`src/rtl/clock_pkg.sv`:
```
// Shared types and constants for the MM:SS clock mode controller.
package clock_pkg;

    // Controller operating mode
    typedef enum logic [1:0] {
        PAUSED = 2'd0,
        RUN    = 2'd1,
        ADJUST = 2'd2
    } state_t;

    // BCD rollover points: seconds wrap from 59 to 00 and carry into minutes
    localparam logic [3:0] SEC_TEN_MAX = 4'd5;
    localparam logic [3:0] DIGIT_MAX   = 4'd9;

endpackage

```
`src/rtl/btn_debounce.sv`:
```
// Raw button conditioner: 2-flop synchronizer, stability filter and a
// registered one-cycle pulse on each accepted rising edge.
module btn_debounce
    import clock_pkg::*;
#(
    parameter int DB_CYCLES = 1_000_000
) (
    input  logic clk,
    input  logic reset,
    input  logic raw,
    output logic level,
    output logic press
);

    localparam int CW = (DB_CYCLES > 1) ? $clog2(DB_CYCLES) : 1;
    localparam logic [CW-1:0] CNT_LAST = CW'(DB_CYCLES - 1);

    logic          sync0;
    logic          sync1;
    logic          level_d;
    logic [CW-1:0] cnt;

    // Bring the asynchronous input into the clk domain
    always_ff @(posedge clk) begin
        if (reset) begin
            sync0 <= 1'b0;
            sync1 <= 1'b0;
        end else begin
            sync0 <= raw;
            sync1 <= sync0;
        end
    end

    // Accept a new level only after DB_CYCLES consecutive differing samples;
    // any sample that matches the current level restarts the count
    always_ff @(posedge clk) begin
        if (reset) begin
            level <= 1'b0;
            cnt   <= '0;
        end else if (sync1 != level) begin
            if (cnt == CNT_LAST) begin
                level <= sync1;
                cnt   <= '0;
            end else begin
                cnt <= cnt + 1'b1;
            end
        end else begin
            cnt <= '0;
        end
    end

    // One-cycle press pulse on the rising edge of the accepted level
    always_ff @(posedge clk) begin
        if (reset) begin
            level_d <= 1'b0;
            press   <= 1'b0;
        end else begin
            level_d <= level;
            press   <= level & ~level_d;
        end
    end

endmodule

```
`src/rtl/clock_mode_ctrl.sv`:
```
// RUN/PAUSED/ADJUST mode controller for the MM:SS counter. Generates the
// single-cycle increment and clear strobes plus the adjust blink phase.
module clock_mode_ctrl
    import clock_pkg::*;
#(
    parameter int TICK_DIV  = 100_000_000,
    parameter int FAST_DIV  = 25_000_000,
    parameter int DB_CYCLES = 1_000_000
) (
    input  logic       clk,
    input  logic       reset,
    input  logic       btn_pause,
    input  logic       btn_adj,
    input  logic       btn_clr,
    input  logic       sel,
    input  logic [3:0] sec_ten,
    input  logic [3:0] sec_one,
    output logic       sec_inc,
    output logic       min_inc,
    output logic       clr,
    output logic       paused,
    output logic       adjusting,
    output logic       blink
);

    localparam int TW = (TICK_DIV > 1) ? $clog2(TICK_DIV) : 1;
    localparam int FW = (FAST_DIV > 1) ? $clog2(FAST_DIV) : 1;
    localparam logic [TW-1:0] TICK_LAST = TW'(TICK_DIV - 1);
    localparam logic [FW-1:0] FAST_LAST = FW'(FAST_DIV - 1);

    logic pause_press, pause_level;
    logic adj_press, adj_level;
    logic clr_press, clr_level;

    btn_debounce #(.DB_CYCLES(DB_CYCLES)) u_db_pause (
        .clk(clk), .reset(reset), .raw(btn_pause), .level(pause_level), .press(pause_press)
    );
    btn_debounce #(.DB_CYCLES(DB_CYCLES)) u_db_adj (
        .clk(clk), .reset(reset), .raw(btn_adj), .level(adj_level), .press(adj_press)
    );
    btn_debounce #(.DB_CYCLES(DB_CYCLES)) u_db_clr (
        .clk(clk), .reset(reset), .raw(btn_clr), .level(clr_level), .press(clr_press)
    );

    // Only the adjust level and the pause/clear pulses drive the FSM
    logic unused_db;
    assign unused_db = &{1'b0, pause_level, adj_press, clr_level};

    state_t          state;
    state_t          saved_mode;
    logic [TW-1:0]   tick_cnt;
    logic [FW-1:0]   fast_cnt;

    logic run_wrap;
    logic fast_wrap;
    logic at_59;
    assign run_wrap  = (tick_cnt == TICK_LAST);
    assign fast_wrap = (fast_cnt == FAST_LAST);
    assign at_59     = (sec_ten == SEC_TEN_MAX) && (sec_one == DIGIT_MAX);

    // Mode FSM, counters and registered strobes. Priority in RUN/PAUSED is
    // clear, then adjust entry, then pause toggle, then the run tick.
    always_ff @(posedge clk) begin
        if (reset) begin
            state      <= PAUSED;
            saved_mode <= PAUSED;
            tick_cnt   <= '0;
            fast_cnt   <= '0;
            blink      <= 1'b0;
            sec_inc    <= 1'b0;
            min_inc    <= 1'b0;
            clr        <= 1'b0;
        end else begin
            sec_inc <= 1'b0;
            min_inc <= 1'b0;
            clr     <= 1'b0;
            case (state)
                PAUSED, RUN: begin
                    if (clr_press) begin
                        clr      <= 1'b1;
                        tick_cnt <= '0;
                        state    <= PAUSED;
                    end else if (adj_level) begin
                        saved_mode <= state;
                        state      <= ADJUST;
                        fast_cnt   <= '0;
                        blink      <= 1'b0;
                    end else if (pause_press) begin
                        state <= (state == RUN) ? PAUSED : RUN;
                    end else if (state == RUN) begin
                        if (run_wrap) begin
                            tick_cnt <= '0;
                            sec_inc  <= 1'b1;
                            min_inc  <= at_59;
                        end else begin
                            tick_cnt <= tick_cnt + 1'b1;
                        end
                    end
                end
                ADJUST: begin
                    if (!adj_level) begin
                        // Leaving adjust: a coincident clear still wins and parks us
                        state    <= clr_press ? PAUSED : saved_mode;
                        tick_cnt <= '0;
                        blink    <= 1'b0;
                        clr      <= clr_press;
                    end else begin
                        fast_cnt <= fast_wrap ? '0 : fast_cnt + 1'b1;
                        if (fast_wrap) begin
                            blink <= ~blink;
                            // sel is sampled only here, so a change lands on the next wrap
                            if (!clr_press) begin
                                sec_inc <= sel;
                                min_inc <= ~sel;
                            end
                        end
                        if (clr_press) begin
                            clr        <= 1'b1;
                            saved_mode <= PAUSED;
                            tick_cnt   <= '0;
                        end
                    end
                end
                default: begin
                    state <= PAUSED;
                end
            endcase
        end
    end

    assign paused    = (state == PAUSED);
    assign adjusting = (state == ADJUST);

endmodule

```
`config.mk`:
```
export PLATFORM = sky130hd
export DESIGN_NAME = clock_mode_ctrl
export DESIGN_NICKNAME = d
export VERILOG_FILES = /design/src/rtl/clock_pkg.sv /design/src/rtl/btn_debounce.sv /design/src/rtl/clock_mode_ctrl.sv
export SDC_FILE = /design/constraint.sdc
export NUM_CORES = 1
export LEC_CHECK = 0
export CAP_MARGIN = 20
export CELL_PAD_IN_SITES_DETAIL_PLACEMENT = 1
export CELL_PAD_IN_SITES_GLOBAL_PLACEMENT = 2
export CORE_ASPECT_RATIO = 1.5
export CORE_MARGIN = 2
export CORE_UTILIZATION = 38
export DETAILED_ROUTE_END_ITERATION = 10
export GPL_ROUTABILITY_DRIVEN = 0
export HOLD_SLACK_MARGIN = 0.15
export PLACE_DENSITY_LB_ADDON = 0.1
export SLEW_MARGIN = 10
export SYNTH_ARGS = -nofsm -noshare
export SYNTH_HDL_FRONTEND = slang
export SYNTH_SLANG_ARGS = --single-unit
```
`constraint.sdc`:
```
create_clock -name clk -period 2.2 [get_ports clk]
set_input_delay 0.55 -clock clk [delete_from_list [all_inputs] [get_ports clk]]
set_output_delay 0.55 -clock clk [all_outputs]
set_load 0.03 [all_outputs]
```
* Word level (Yosys, flattened, before mapping)
Index checks and enable logic that the tools add are counted.
Operators by class: add/sub/neg operators 5, equality and inequality tests 22, muxes and demuxes 50, bitwise gates (word level) 9, reduce and logical (&&, ||, !) cells 14
Operator list (number):
- $mux 27 | 7
- $mux 25 | 4
- $add 20x1->20 const B | 3
- $eq 20x20->1 const B | 3
- $pmux 27 s2 | 1
- $pmux 25 s2 | 1
- $add 27x1->27 const B | 1
- $eq 27x27->1 const B | 1
- $add 25x1->25 const B | 1
- $eq 25x25->1 const B | 1
- $mux 1 | 23
- $mux 2 | 8
- $ne 3x2->1 const B | 4
- $reduce_or 3->1 | 3
- $pmux 1 s2 | 4
- $pmux 2 s2 | 2
- $reduce_and 2->1 | 4
- $reduce_and 4->1 | 2
- $not 1->1 | 7
- $reduce_and 5->1 | 1
- $eq 4x3->1 const B | 1
- $eq 4x4->1 const B | 1
- $ne 2x1->1 const B | 2
- $ne 2x2->1 const B | 2
- 10 further kinds | 13
Word-level totals: flip-flop bits (word level) 133, input port bits 14, output and inout port bits 6, word-level logic and storage cells 124

* Logic depth before layout (Yosys ltp)
depth in word-level cells 8, mapped depth 7, gate-level depth less buffers 6

* Cells and area by module
Synthesis repeated with hierarchy kept, for this count alone.
Unflattened totals: cells, all modules 737, area total of the unflattened synthesis 6383.6 sq um
By module, submodules not included:
- btn_debounce | instances 3, cells each 119, area each 1074.8 sq um, seq. area each 500.5 sq um
- clock_mode_ctrl | instances 1, cells each 380, area each 3159.3 sq um, seq. area each 1201.2 sq um

* Worst setup path after synthesis
No wires, ideal clock.
path type reg-to-reg, from register state[1], to register tick_cnt[5], setup time 0.070 ns, arrival time 1.930 ns, required time 2.130 ns, slack 0.200 ns, cell stages (with the launch flop) 7, buffers on the path 1, period minus slack after synthesis 2.000 ns, cells stage by stage dfxtp_1 buf_2 nand2b_1 clkinv_1 a211oi_2 or4b_1 a21oi_1
On the way: elaborated cells between the ends (all ways) 11, classes of those cells eq/ne: 6; mux: 1; reduce/logical: 4
RTL lines:
- start: declaration | RTL line clock_mode_ctrl.sv:49 | state_t state;
- start signal: assignment | RTL line clock_mode_ctrl.sv:89 | state <= (state == RUN) ? PAUSED : RUN;
- start signal: assignment | RTL line clock_mode_ctrl.sv:103 | state <= clr_press ? PAUSED : saved_mode;
- $eq 2x2->1 (*)
- net adjusting | RTL line clock_mode_ctrl.sv:22 | output logic adjusting,
- $ne 3x2->1 (no source line) / $reduce_bool 2->1 (equally long branches)
- $reduce_and 5->1 (no source line)
- end signal: assignment | RTL line clock_mode_ctrl.sv:96 | tick_cnt <= tick_cnt + 1'b1;
- end: declaration | RTL line clock_mode_ctrl.sv:51 | logic [TW-1:0] tick_cnt;
Mark *: on every way through the listed nets, which the timed path passes. The rest lies on a longest branch. A chain may end at the register's enable or synchronous reset.

* Final worst setup path
from register tick_cnt[0], to register tick_cnt[5]
On the way: cells in the longest elaborated chain, start to end 7, elaborated cells between the ends (all ways) 8, classes of those cells add/sub: 1; eq/ne: 1; mux: 6
RTL lines:
- $add 27x1->27 / $eq 27x27->1 (equally long branches) | RTL line clock_mode_ctrl.sv:96, clock_mode_ctrl.sv:57
- $mux 27 (*) | RTL line clock_mode_ctrl.sv:91 | if (run_wrap) begin
- $mux 27 (*) | RTL line clock_mode_ctrl.sv:90 | end else if (state == RUN) begin
- $mux 27 (*) | RTL line clock_mode_ctrl.sv:88 | end else if (pause_press) begin
- $mux 27 (*) | RTL line clock_mode_ctrl.sv:83 | end else if (adj_level) begin
- $mux 27 (*) | RTL line clock_mode_ctrl.sv:79 | if (clr_press) begin
- $pmux 27 s2 (*) | RTL line clock_mode_ctrl.sv:77 | case (state)
Every way passes the cells marked *; elsewhere a longest branch is shown, timed or not. The select of a mux whose other input is x is not followed.

==> results.yml <==
synthesis:
  netlist_instances: 704
  synth_mux_area_share_pct: 0.841
  synth.area.top_cells: "dfxtp_1, nor2_1, xnor2_1"
  synth_edf_count: 0
  synthXorXnorAreaFrac_pct: 12.8
  synth-seq-area-share_pct: 43.7
  ys_ff_latch: 133
  syn_nets: 723
  synth_common_cells: "dfxtp_1, nor2_1, xnor2_1, nand2_1, xor2_1"
  synthArstFlopShare_pct: 0
  syn_area_per_cell_sq_um: 8.66
  synth_compound_gate_area_share_pct: 6.03
  synth_top_cell_by_area: "dfxtp_1"
  synth_flop_cell: "dfxtp_1"
  synth_adder_area_share_pct: 1.03
  syn-cell-area_sq_mm: 0.00610
  yosysMostFrequentCell: "dfxtp_1"
  synth_top_family_by_area: "simple AND/OR/NAND/NOR gates"
  yosys.cell_types.count: 55
  yosys.area_share.simple_pct: 32.8
  synth_top_area_share_pct: 43.7
  synth_warnings: 0
layout:
  fin_nets: 763
  regArea_sq_mm: 0.00266
  fillers: 1875
  finalNonFillerCells: 959
  multi_input_area_sq_mm: 0.00327
  syn2layout_area_growth_pct: 19.5
  drive_gt1_share_pct: 9.52
  diodes: 0
power_and_ir_drop:
  vdd_drop_max_mv: 0.453
  p_per_area_mw_per_mm2: 743
  p_clk_share_pct: 53.6
  p_switching_uw: 1120
  p_seq_share_pct: 44.8
  finalPower_uw: 5420
  sw_frac_of_total_pct: 20.7
  p_int_uw: 4300
  p_comb_share_pct: 1.6
  cellLeakagePower_uw: 0.00243
floorplanning:
  design.die.area_sq_mm: 0.0171
  start_util_pct: 38.9
  rows: 56
  die_h_microns: 159
  core_sq_mm: 0.0157
  io_pins: 20
  chipWidth_microns: 107
critical_path:
  crit_slowest_cell: "or4b_1"
  critPathTopFamily: "simple AND/OR/NAND/NOR gates"
  crit_cells: 7
  rr_worst_depth: 7
  crit_path_cell_trace: "ha_1, nand3_1, nor3b_1, buf_4, a211oi_2, or4b_1, a21oi_1"
  worstSetupPathType: "register to register"
  crit_arrival_ps: 2420
  reg2reg_slack_ps: 120
  start_kind: "register"
  cp.required_ps: 2540
  worst_setup_path_end_kind: "register"
  max_stage_delay_ps: 500
  cp_max_fo: 7
  path_buf_inv: 1
sta:
  hold_viol_final: 0
  max_freq_mhz: 481
  skew_ps: 9.64
  max-slew-margin-rel_pct: 62.5
  maxSlewViolCount: 0
  finalSetupTns_ps: 0
  setup_viol: 0
  layout_setup_ws_ps: 119
  period_needed_ps: 2080
  tightest_slew_ps: 562
  period_share_pct: 94.6
  rsz0062_at_grt: "no"
cts:
  clockBufferDepth: 2
  numCtsBuffers: 17
  cts_tree: "built"
  root_buffer: "clkbuf_16"
  clk_latency_ps: 420
  clkSinkCount: 133
  clk_pin_slew_worst_paths_ps: 60
  htreeDepth: 4
route:
  drt_iter0_drc: 216
  ant_nets: 0
  wire_per_inst_microns: 15.4
  vias: 5075
  dr.pass1.iters: 4
  viasPerCell: 5.29
  routed_wirelength_microns: 14700
  drc: 0
placement:
  hpwl_microns: 10500
  numPortBuffers: 19
  dp_cells: 928
  preCtsSetupSlack_ps: 95.4
global_routing:
  grt_pass1_vias: 5440
  antenna_found_initial: 0
  grt_usage_pct: 18.3
  grt_pass1_wl_microns: 25600
  grt_max_degree: 27
  grt_overflow_total: 0
worst_hold_path:
  hold_depth: 1
  hold_path.class: "register to register"
job:
  maxCapViolCount: 0
status:
  status: "finished clean"
==> cells in the final DEF (no fill, tap or decap), types with 10 or more instances in the layout <==
cell             netlist  layout
xor2_1                42      42
and3_1                22      22
clkdlybuf4s50_1        0      17
nand2_1               42      42
nand4_1               32      32
nand3_1               41      40
and4_1                16      16
nor4_1                12      12
dfxtp_1              133     132
clkbuf_16              0      17
nor2_1               122     122
buf_4                  1      27
o21ai_0               18      18
inv_1                 10      10
a21oi_1               20      20
nor3_1                14      14
xnor2_1               47      47
nor2b_1               16      16
or3_1                 14      14
==> sequential cells by signal, summed over array words and instances, names as in the netlist, 2 cells and up <==
| name | flops |
|---|---|
| u_db_adj.cnt | 20 |
| saved_mode | 2 |
| u_db_pause.cnt | 20 |
| tick_cnt | 27 |
| fast_cnt | 25 |
| state | 2 |
| u_db_clr.cnt | 20 |
==> per-layer routing <==
layer  vias to the layer above  share of wire (%)  routed length, microns  GRT usage [%]
li1                       2525                  -                       -              -
met1                      2486                 42                    6240           20.2
met2                        45                 54                    7980           33.7
met3                        19                1.8                     266           3.68
met4                         0                1.7                     254           6.99
met5                         -                  0                       0              0
==> power by group through the flow <==
stage | Combinational, uW | Clock [uW] | Sequential, uW
CTS | 90.3 | 2990 | 2420
floorplan | 42.6 | 0 | 2470
detailed placement | 90.2 | 0 | 2480
global placement | 87.6 | 0 | 2480
finish | 88.4 | 2900 | 2420
global route | 96.2 | 3100 | 2420
==> path summary, 6_finish.rpt <==
| check | endpoint | start |
|---|---|---|
| setup reg to reg | tick_cnt[5]$_SDFFE_PP0P_ | tick_cnt[0]$_SDFFE_PP0P_ |
| setup / recovery | tick_cnt[5]$_SDFFE_PP0P_ | tick_cnt[0]$_SDFFE_PP0P_ |
| hold reg to reg | u_db_pause.press$_SDFF_PP0_ | u_db_pause.level_d$_SDFF_PP0_ |
| hold / removal | u_db_pause.press$_SDFF_PP0_ | u_db_pause.level_d$_SDFF_PP0_ |
==> per-stage QoR <==
| step | hold slack (ps) | cell area, sq um | utilization [%] |
|---|---|---|---|
| detailed placement | 375 | 6680 | 42.5 |
| floorplan | 367 | 6100 | - |
| finish | 382 | 7290 | 46.4 |
| global placement | 374 | 6680 | 42.5 |
| global route | 401 | 7290 | 46.4 |
| CTS | 383 | 7280 | 46.4 |
==> worst register-to-register path, delay by kind of cell (launching register included) <==
family,cells,cell delay [ps]
compound gates,2,650
fa+ha+maj,1,230
flops,1,320
buf+inv,1,150
simple gates,3,670
==> timing repair <==
item	in CTS	in global routing
hold buffers	0	0
pin swaps	0	1
buffers inserted	0	0
setup endpoints to repair	2	6
resized for setup	4	2
==> logic make-up after synthesis <==
| group | Yosys count |
|---|---|
| compound gates | 59 |
| xor+xnor | 89 |
| fa+ha+maj | 5 |
| buf+inv | 39 |
| flops | 133 |
| mux | 5 |
| simple gates | 374 |
==> final cells by class <==
cell class	count	share of cell area (%)
inverter	11	0.567
clock inverter	12	2.09
sequential	133	36.6
multi-input combinational	532	44.9
timing repair buffer	49	6.22
clock buffer	19	6.22
tap	203	3.49
Note: power is estimated with default switching activity, not from simulation.
